File: config.mk
export PLATFORM = sky130hd
export DESIGN_NAME = multicycle_ctrl
export DESIGN_NICKNAME = d
export VERILOG_FILES = /design/src/rtl/cpu_pkg.sv /design/src/rtl/mctrl_outdec.sv /design/src/rtl/multicycle_ctrl.sv
export SDC_FILE = /design/constraint.sdc
export NUM_CORES = 1
export LEC_CHECK = 0
export BUFFER_PORTS_ARGS = -buffer_cell sky130_fd_sc_hd__clkbuf_2
export CORE_MARGIN = 5
export CORE_UTILIZATION = 46
export CTS_CLUSTER_SIZE = 12
export DETAILED_ROUTE_END_ITERATION = 10
export PLACE_DENSITY = 0.8
export SYNTH_ARGS = -nofsm -noshare
export SYNTH_HDL_FRONTEND = slang
export SYNTH_HIERARCHICAL = 1
export SYNTH_SLANG_ARGS = --single-unit
File: constraint.sdc
create_clock -name clk -period 1.7 [get_ports clk]
set_input_delay 0.34 -clock clk [delete_from_list [all_inputs] [get_ports clk]]
set_output_delay 0.34 -clock clk [all_outputs]
set_load 0.01 [all_outputs]
File: src/rtl/cpu_pkg.sv
// +------------------------------------------------------------------+
// | cpu_pkg: shared states, opcodes and control encodings             |
// | Revision: 1.0 - initial release                                   |
// +------------------------------------------------------------------+
`default_nettype none

package cpu_pkg;

  localparam int CTRL_STATE_W = 4;

  typedef enum logic [CTRL_STATE_W-1:0] {
    S_FETCH  = 4'd0,
    S_DECODE = 4'd1,
    S_MEMADR = 4'd2,
    S_MEMRD  = 4'd3,
    S_MEMWB  = 4'd4,
    S_MEMWR  = 4'd5,
    S_EXEC   = 4'd6,
    S_ALUWB  = 4'd7,
    S_ADDIEX = 4'd8,
    S_ADDIWB = 4'd9,
    S_BRANCH = 4'd10,
    S_JUMP   = 4'd11,
    S_HALT   = 4'd12
  } state_e;

  localparam logic [3:0] OP_ADDI = 4'b1000;
  localparam logic [3:0] OP_LW   = 4'b1010;
  localparam logic [3:0] OP_SW   = 4'b1100;
  localparam logic [3:0] OP_BEQ  = 4'b1101;
  localparam logic [3:0] OP_JMP  = 4'b1110;
  localparam logic [3:0] OP_HALT = 4'b1111;

  localparam logic [1:0] ALUOP_ADD   = 2'b00;
  localparam logic [1:0] ALUOP_SUB   = 2'b01;
  localparam logic [1:0] ALUOP_FUNCT = 2'b10;

  localparam logic [1:0] SRCB_REGB = 2'b00;
  localparam logic [1:0] SRCB_ONE  = 2'b01;
  localparam logic [1:0] SRCB_IMM  = 2'b10;
  localparam logic [1:0] SRCB_BOFF = 2'b11;

  localparam logic [1:0] PCSRC_ALU    = 2'b00;
  localparam logic [1:0] PCSRC_ALUOUT = 2'b01;
  localparam logic [1:0] PCSRC_JUMP   = 2'b10;

  typedef struct packed {
    logic       pcwrite;
    logic       branch;
    logic       irwrite;
    logic       regwrite;
    logic       memwrite;
    logic       iord;
    logic       alusrca;
    logic [1:0] alusrcb;
    logic [1:0] pcsrc;
    logic       memtoreg;
    logic       regdst;
    logic [1:0] aluop;
    logic       illegal;
    logic       halted;
  } ctrl_t;

  function automatic logic is_rtype(input logic [3:0] op);
    return ~op[3];
  endfunction

  function automatic logic is_illegal(input logic [3:0] op);
    return (op == 4'b1001) || (op == 4'b1011);
  endfunction

endpackage

`default_nettype wire

File: src/rtl/mctrl_outdec.sv
// +------------------------------------------------------------------+
// | mctrl_outdec: state to datapath control word decoder              |
// | Revision: 1.0 - initial release                                   |
// +------------------------------------------------------------------+
`default_nettype none

module mctrl_outdec
  import cpu_pkg::*;
(
  input  state_e     state_i,
  input  logic [3:0] op_i,
  input  logic       mem_ready_i,
  output ctrl_t      ctrl_o
);

  always_comb begin
    ctrl_o = '0;
    unique case (state_i)
      S_FETCH: begin
        ctrl_o.alusrcb = SRCB_ONE;
        ctrl_o.aluop   = ALUOP_ADD;
        ctrl_o.pcsrc   = PCSRC_ALU;
        ctrl_o.irwrite = mem_ready_i;
        ctrl_o.pcwrite = mem_ready_i;
      end
      S_DECODE: begin
        ctrl_o.alusrcb = SRCB_BOFF;
        ctrl_o.aluop   = ALUOP_ADD;
        ctrl_o.illegal = is_illegal(op_i);
      end
      S_MEMADR, S_ADDIEX: begin
        ctrl_o.alusrca = 1'b1;
        ctrl_o.alusrcb = SRCB_IMM;
        ctrl_o.aluop   = ALUOP_ADD;
      end
      S_MEMRD: ctrl_o.iord = 1'b1;
      S_MEMWB: begin
        ctrl_o.regwrite = 1'b1;
        ctrl_o.memtoreg = 1'b1;
      end
      // Write request is held until the memory accepts it.
      S_MEMWR: begin
        ctrl_o.iord     = 1'b1;
        ctrl_o.memwrite = 1'b1;
      end
      S_EXEC: begin
        ctrl_o.alusrca = 1'b1;
        ctrl_o.alusrcb = SRCB_REGB;
        ctrl_o.aluop   = ALUOP_FUNCT;
      end
      S_ALUWB: begin
        ctrl_o.regwrite = 1'b1;
        ctrl_o.regdst   = 1'b1;
      end
      S_ADDIWB: ctrl_o.regwrite = 1'b1;
      S_BRANCH: begin
        ctrl_o.alusrca = 1'b1;
        ctrl_o.alusrcb = SRCB_REGB;
        ctrl_o.aluop   = ALUOP_SUB;
        ctrl_o.pcsrc   = PCSRC_ALUOUT;
        ctrl_o.branch  = 1'b1;
      end
      S_JUMP: begin
        ctrl_o.pcsrc   = PCSRC_JUMP;
        ctrl_o.pcwrite = 1'b1;
      end
      S_HALT:  ctrl_o.halted = 1'b1;
      default: ctrl_o = '0;
    endcase
  end

endmodule

`default_nettype wire

File: src/rtl/multicycle_ctrl.sv
// +------------------------------------------------------------------+
// | multicycle_ctrl: main control FSM of the multicycle 4-bit CPU     |
// | Revision: 1.0 - initial release                                   |
// +------------------------------------------------------------------+
`default_nettype none

module multicycle_ctrl
  import cpu_pkg::*;
#(
  parameter int STATE_W = 4
) (
  input  logic               clk,
  input  logic               reset,
  input  logic [3:0]         op,
  input  logic               zero,
  input  logic               mem_ready,
  output logic               pc_en,
  output logic               irwrite,
  output logic               regwrite,
  output logic               memwrite,
  output logic               iord,
  output logic               alusrca,
  output logic [1:0]         alusrcb,
  output logic [1:0]         pcsrc,
  output logic               memtoreg,
  output logic               regdst,
  output logic [1:0]         aluop,
  output logic               illegal,
  output logic               halted,
  output logic [STATE_W-1:0] state
);

  state_e state_q, state_d;
  ctrl_t  dec_ctrl, ctrl;

  always_ff @(posedge clk) begin
    if (reset) state_q <= S_FETCH;
    else       state_q <= state_d;
  end

  always_comb begin
    state_d = S_FETCH;
    unique case (state_q)
      S_FETCH:  state_d = mem_ready ? S_DECODE : S_FETCH;
      S_DECODE: begin
        if (is_rtype(op)) state_d = S_EXEC;
        else begin
          unique case (op)
            OP_ADDI:       state_d = S_ADDIEX;
            OP_LW, OP_SW:  state_d = S_MEMADR;
            OP_BEQ:        state_d = S_BRANCH;
            OP_JMP:        state_d = S_JUMP;
            OP_HALT:       state_d = S_HALT;
            default:       state_d = S_FETCH;
          endcase
        end
      end
      S_MEMADR: state_d = (op == OP_SW) ? S_MEMWR : S_MEMRD;
      S_MEMRD:  state_d = mem_ready ? S_MEMWB : S_MEMRD;
      S_MEMWR:  state_d = mem_ready ? S_FETCH : S_MEMWR;
      S_EXEC:   state_d = S_ALUWB;
      S_ADDIEX: state_d = S_ADDIWB;
      S_HALT:   state_d = S_HALT;
      default:  state_d = S_FETCH;
    endcase
  end

  mctrl_outdec u_outdec (
    .state_i     (state_q),
    .op_i        (op),
    .mem_ready_i (mem_ready),
    .ctrl_o      (dec_ctrl)
  );

  // Reset silences every control line in the same cycle it is asserted.
  assign ctrl     = reset ? '0 : dec_ctrl;

  assign pc_en    = ctrl.pcwrite | (ctrl.branch & zero);
  assign irwrite  = ctrl.irwrite;
  assign regwrite = ctrl.regwrite;
  assign memwrite = ctrl.memwrite;
  assign iord     = ctrl.iord;
  assign alusrca  = ctrl.alusrca;
  assign alusrcb  = ctrl.alusrcb;
  assign pcsrc    = ctrl.pcsrc;
  assign memtoreg = ctrl.memtoreg;
  assign regdst   = ctrl.regdst;
  assign aluop    = ctrl.aluop;
  assign illegal  = ctrl.illegal;
  assign halted   = ctrl.halted;
  assign state    = STATE_W'(state_q);

endmodule

`default_nettype wire
==> impl_results.md, run 1 <==
* Hold WS at 0.526 ns
* Violated checks: setup timing
* Worst setup SP type: flip-flop
* Post-synth EDFFs at 0
* Number of buffers created by CTS at 3
* Multi-input logic area at 624 um^2
* Max FFs per register at 4
* Mapped Cells at 100
* Slowest stage delay, CP at 0.32 ns
* Critical path origin: state[1]
* Met3 Routed Length at 90 um
* Status: complete, but fails checks
* # DRC at 0
* Fin nets at 147
* Met2 wire length at 1.11 mm
* Synth area leaders: nor2b_1 (14%), dfxtp_1 (11%), buf_6 (7.7%)
* Commonest non-fill, non-tap cell in the layout: clkbuf_2
* Mapped Area at 727 um^2
* Worst VDD drop at 0.000367 V
* Vias in the first global route at 785
* CTS tree: built
* Hold/Removal Path Class: in2reg
* First-pass GRT wire length at 3.31 mm
* RePlAce Congestion at 0.857
* DIE HEIGHT at 49.8 um
* Measured slew at the worst slew-check pin at 0.386 ns
* Highest metal used: met4
* Clk pin slew, worst setup/hold paths at 0.04 ns
* Arrival time worst endpoint at 1.37 ns
* R2R Path Start: state[1]
* Share of cells above drive strength 1 at 0.511
* CTS Buffer Depth at 2
* DIE WIDTH at 49.8 um
* Core area at 1510 um^2
* Via Count at 837
* Sequential fraction of the synthesis area at 0.110
* Clock Latency Late Sink at 0.24 ns
* Post-synth top area share at 0.138
* Worst-path cell with the longest stage delay: dfxtp_2
* 1st-iter DRT viols at 11
* Leak at 0.447 nW
* Setup Crit Path Kind: reg2out
* Hold buffers post-CTS at 0
* Fillers at 111
* DRT Wirelength at 2.10 mm
* # diodes at 0
* Clk sinks at 4
* GRT Resource Usage Total at 0.167
* Area growth syn-to-layout at 46.1%
* PwrDens at 669 nW/um^2
* FFs w/ async S/R, synth at 0
* Seq cells post-synth at 4
* Critical Path Sink: illegal
* Largest net degree at the start of global routing at 20
* Gr ovfl total at 0
* Setup Viol. Count Final at 1
* Relative slew slack at 0.743
* Commonest non-fill, non-tap cells in the layout: clkbuf_2 (23), nor2b_1 (13), nor2_1 (11), buf_6 (7), buf_4 (7)
* Type of destination of the critical path: output pin
* Minimum clock period at 1.71 ns
* Critical path fanouts, max at 4
* Root buffer cell: clkbuf_4
* Worst Skew at 0.00486 ns
* Post-synthesis net count at 108
* Hold Fails Final Rpt at 0
* Synth Area per Inst at 7.27 um^2
* Worst R2R Setup Slack at 0.08 ns
* Max Cap Viol at 0
* Post-DP HPWL at 1.38 mm
* Reg2reg path depth at 6
* Initial Util at 0.483
* # port buffers at 27
* Worst path required time at 1.36 ns
* I/O pins at 28
* Crit-path cells: buf_6 -> nand2b_4 -> nor4_4 -> nor2b_2 -> buf_2
* Wire length per cell at 13.7 um
* Final slew viol count at 0
* RSZ-0062 raised after global routing: true
* Initial antenna violation count at 0
* Dominant cell type by area after synthesis: nor2b_1
* Core Rows at 14
* FF-to-FF End: state[2]
* Drt first pass iters at 4
* Main synth FF type: dfxtp_1
* Synth Warn # at 6
* Reg area at 92.6 um^2
* Final worst slack at -0.00585 ns
* Count of cell types in the netlist at 38
* Post-route clock period utilization at 1.00
* Vias per inst at 5.47
* Die area at 2480 um^2
* Pre-CTS setup slack at 0.122 ns
* Routed metal-1 wirelength at 848 um
* Number of routed nets with antenna violations at 0
* Maximum clock frequency at 0.586 GHz
* H-tree levels at 1
[worst min-delay path by stage]
stage / slack, ns / end / from / cells past startpoint
floorplan: 0.52 / state[0] / reset / 3
detailed placement: 0.64 / state[0] / state[1] / 3
global route: 0.53 / state[0] / mem_ready / 3
finish: 0.53 / state[3] / op[2] / 4
CTS: 0.52 / state[0] / mem_ready / 3
global placement: 0.63 / state[0] / state[1] / 3
[per-stage QoR]
stage | instance area (um^2) | setup TNS [ns] | utilization | total power, W | instances
after detailed placement | 862 | 0 | 0.572 | 0.000476 | 142
after global placement | 862 | 0 | 0.572 | 0.000465 | 142
after global routing | 1060 | -0.527 | 0.705 | 0.000763 | 153
after floorplan | 727 | 0 | - | 0.000385 | 100
after CTS | 960 | -0.0780 | 0.637 | 0.000649 | 149
final | 1060 | -0.00585 | 0.705 | 0.000711 | 153
[area by class of cell]
type                            instances  share of cell area
Multi-Input combinational cell         84               0.588
Sequential cell                         4              0.0872
Clock buffer                            3              0.0212
Inverter                                3              0.0106
Timing Repair Buffer                   43               0.274
Tap cell                               16              0.0188
[power by group]
group	internal, W	total (W)	switching, W
Combinational	0.000237	0.000453	0.000216
Clock	0.0000792	0.000123	0.0000433
Sequential	0.000109	0.000135	0.0000261
Total	0.000425	0.000711	0.000286
[cells in the mapped netlist (2+ instances only)]
library cell  instances
nor4_2                2
nand2b_1              5
a31oi_1               3
inv_1                 3
nand2_1               5
xnor2_1               2
nor2_1               12
nor3_1                4
buf_6                 5
nand2b_4              2
dfxtp_1               4
o21ai_0               3
a21oi_1               5
buf_4                 2
nand3b_1              2
nor2b_1              16
xor2_1                2
nand3_1               3
[worst max-delay path: cells and delay by family (launching register included)]
family | cells | cell delay [ns]
buffers and inverters | 2 | 0.27
AND/OR/NAND/NOR | 3 | 0.54
flip-flops | 1 | 0.32
[metal layers]
metal / track usage / up-vias
li1: - / 418
met3: 0.0271 / 7
met2: 0.301 / 24
met4: 0.109 / 0
met5: 0 / -
met1: 0.173 / 388
[logic make-up (layout without fill, tap and decap cells)]
| logic type | count (synthesis) | in the layout | share of synthesized area |
|---|---|---|---|
| and+or+nand+nor | 58 | 58 | 0.497 |
| muxes | 1 | 1 | 0.0138 |
| AOI/OAI and AO/OA | 21 | 21 | 0.205 |
| xor gates and xnor gates | 4 | 4 | 0.0482 |
| buffers and inverters | 12 | 49 | 0.126 |
| DFF | 4 | 4 | 0.110 |
[timing repair]
item / CTS / global route
setup buffers: 4 / 4
pin swaps: 5 / 5
setup endpoints to repair: 10 / 15
resized for setup: 12 / 20
No activity file was read; power rests on OpenSTA's default activity.
==> run 2, diff against run 1 <==
- PLACE_DENSITY: 0.8 -> not set
- PLACE_DENSITY_LB_ADDON: not set -> 0.12
- REMOVE_ABC_BUFFERS: not set -> 1
==> impl_results.md, run 2 (synthesized netlist as in run 1, its figures left out) <==
* Clk sinks at 4 (unchanged)
* Critical path fanouts, max at 10 (+6)
* Root buffer cell: clkbuf_4
* Clock Latency Late Sink at 0.23 ns (about the same)
* Drt first pass iters at 4 (unchanged)
* DIE WIDTH at 49.8 um (unchanged)
* GRT Resource Usage Total at 0.143 (-0.0238)
* Leak at 0.413 nW (-7.6%)
* Hold/Removal Path Class: in2reg
* Arrival time worst endpoint at 1.36 ns (about the same)
* Hold Fails Final Rpt at 0 (unchanged)
* Slowest stage delay, CP at 0.31 ns (about the same)
* Setup Crit Path Kind: reg2out
* Wire length per cell at 12.1 um (-12%)
* RSZ-0062 raised after global routing: true
* RePlAce Congestion at 0.800 (-6.7%)
* # port buffers at 27 (unchanged)
* Hold WS at 0.508 ns (-0.0180 ns)
* Number of routed nets with antenna violations at 0 (unchanged)
* H-tree levels at 1 (unchanged)
* Measured slew at the worst slew-check pin at 0.377 ns (-0.00863 ns)
* Max FFs per register at 4 (unchanged)
* # diodes at 0 (unchanged)
* Commonest non-fill, non-tap cells in the layout: clkbuf_2 (24), nor2b_1 (15), nor2_1 (11), buf_4 (8)
* # DRC at 0 (unchanged)
* Largest net degree at the start of global routing at 20 (unchanged)
* Fin nets at 143 (-2.7%)
* Worst-path cell with the longest stage delay: dfxtp_1
* Type of destination of the critical path: output pin
* Minimum clock period at 1.70 ns (-0.0107 ns)
* First-pass GRT wire length at 2.86 mm (-13%)
* Gr ovfl total at 0 (unchanged)
* Worst VDD drop at 0.000287 V (-22%)
* CTS Buffer Depth at 2 (unchanged)
* Relative slew slack at 0.749 (+0.00575)
* Post-DP HPWL at 1.34 mm (-3.3%)
* Cell area after layout at 976 um^2 (-8.1%)
* Placed Area at 867 um^2 (+0.58%)
* Maximum clock frequency at 0.590 GHz (+0.63%)
* Area growth syn-to-layout at 34.3%
* CTS tree: built
* Status: complete, no violations
* Die area at 2480 um^2 (unchanged)
* Core area at 1510 um^2 (unchanged)
* Worst setup SP type: flip-flop
* Clk pin slew, worst setup/hold paths at 0.04 ns (about the same)
* Worst Skew at 0.00214 ns (-0.00272 ns)
* Initial Util at 0.483 (unchanged)
* Max Cap Viol at 0 (unchanged)
* Setup_tns at 0 ns (+0.00585 ns)
* Fillers at 142 (+28%)
* Commonest non-fill, non-tap cell in the layout: clkbuf_2
* DRT Wirelength at 1.80 mm (-14%)
* I/O pins at 28 (unchanged)
* Post-route clock period utilization at 0.997 (-0.00629)
* 1st-iter DRT viols at 11 (unchanged)
* Final slew viol count at 0 (unchanged)
* Vias in the first global route at 686 (-13%)
* Crit-path cells: buf_6 -> buf_4 -> xor2_1 -> o22ai_1 -> nor2b_1 -> clkbuf_2
* Worst path required time at 1.36 ns (about the same)
* Share of cells above drive strength 1 at 0.436 (-0.0749)
* DIE HEIGHT at 49.8 um (unchanged)
* Via Count at 790 (-5.6%)
* Core Rows at 14 (unchanged)
* Initial antenna violation count at 0 (unchanged)
* PwrDens at 659 nW/um^2 (-1.5%)
* Setup Viol. Count Final at 0 (-1)
* Vias per inst at 5.30 (-3.1%)
* Number of buffers created by CTS at 3 (unchanged)
[run 2: cell count changes in the layout (fill, tap and decap cells not counted), moves of 2 or more]
cell     before  now
buf_2         5    3
buf_6         7    3
nor2b_2       3    1
nor2b_1      13   15
[run 2: where the power goes]
| group | switching [W] | internal [W] | total, W |
|---|---|---|---|
| logic | 0.000198 | 0.000207 | 0.000406 |
| registers | 0.0000165 | 0.000107 | 0.000124 |
| clock network | 0.0000353 | 0.0000787 | 0.000114 |
| total | 0.000250 | 0.000393 | 0.000643 |
[run 2: path summary, 6_finish.rpt]
check / end / slack [ns] / depth (start not counted) / start
hold reg to reg: state[0] / 0.65 / 3 / state[1]
hold / removal: state[3] / 0.51 / 4 / op[2]
setup reg to reg: state[1] / 0.17 / 7 / state[0]
setup / recovery: regwrite / 0.005 / 6 / state[0]
[run 2: stage by stage]
step                std cells   util  setup slack, ns  total power [W]
finish                    149  0.648          0.00484         0.000643
detailed placement        141  0.576            0.104         0.000478
floorplan                  91      -           0.0377         0.000347
global placement          141  0.576            0.178         0.000473
CTS                       144  0.603          -0.0273         0.000611
global route              149  0.648           -0.103         0.000703
[run 2: area by class of cell]
class,instances,area [um^2],share of cell area
Multi-Input combinational cell,84,584,0.599
Sequential cell,4,88.8,0.0910
Inverter,3,11.3,0.0115
Timing Repair Buffer,39,249,0.255
Tap cell,16,20.0,0.0205
Clock buffer,3,22.5,0.0231
[run 2: worst max-delay path, delay by kind of cell, from the launching register on]
kind | cells | cell delay (ns)
simple gates | 1 | 0.13
buf+inv | 3 | 0.42
compound gates | 1 | 0.10
xor+xnor | 1 | 0.16
flops | 1 | 0.31
[run 2: per-layer routing]
metal / part of all wire / vias up / wire [um] / global-route usage
met5: 0 / - / 0 / 0
met4: 0 / 0 / 0 / 0.0655
met3: 0.037 / 0 / 66 / 0.0211
met2: 0.51 / 13 / 915 / 0.246
met1: 0.45 / 361 / 817 / 0.171
li1: - / 416 / - / -
[run 2: what timing repair did]
action | in CTS | in global routing
hold buffers | 0 | 0
resized for setup | 6 | 12
pin swaps | 1 | 5
buffers inserted | 0 | 5
endpoints found under the setup margin | 13 | 10
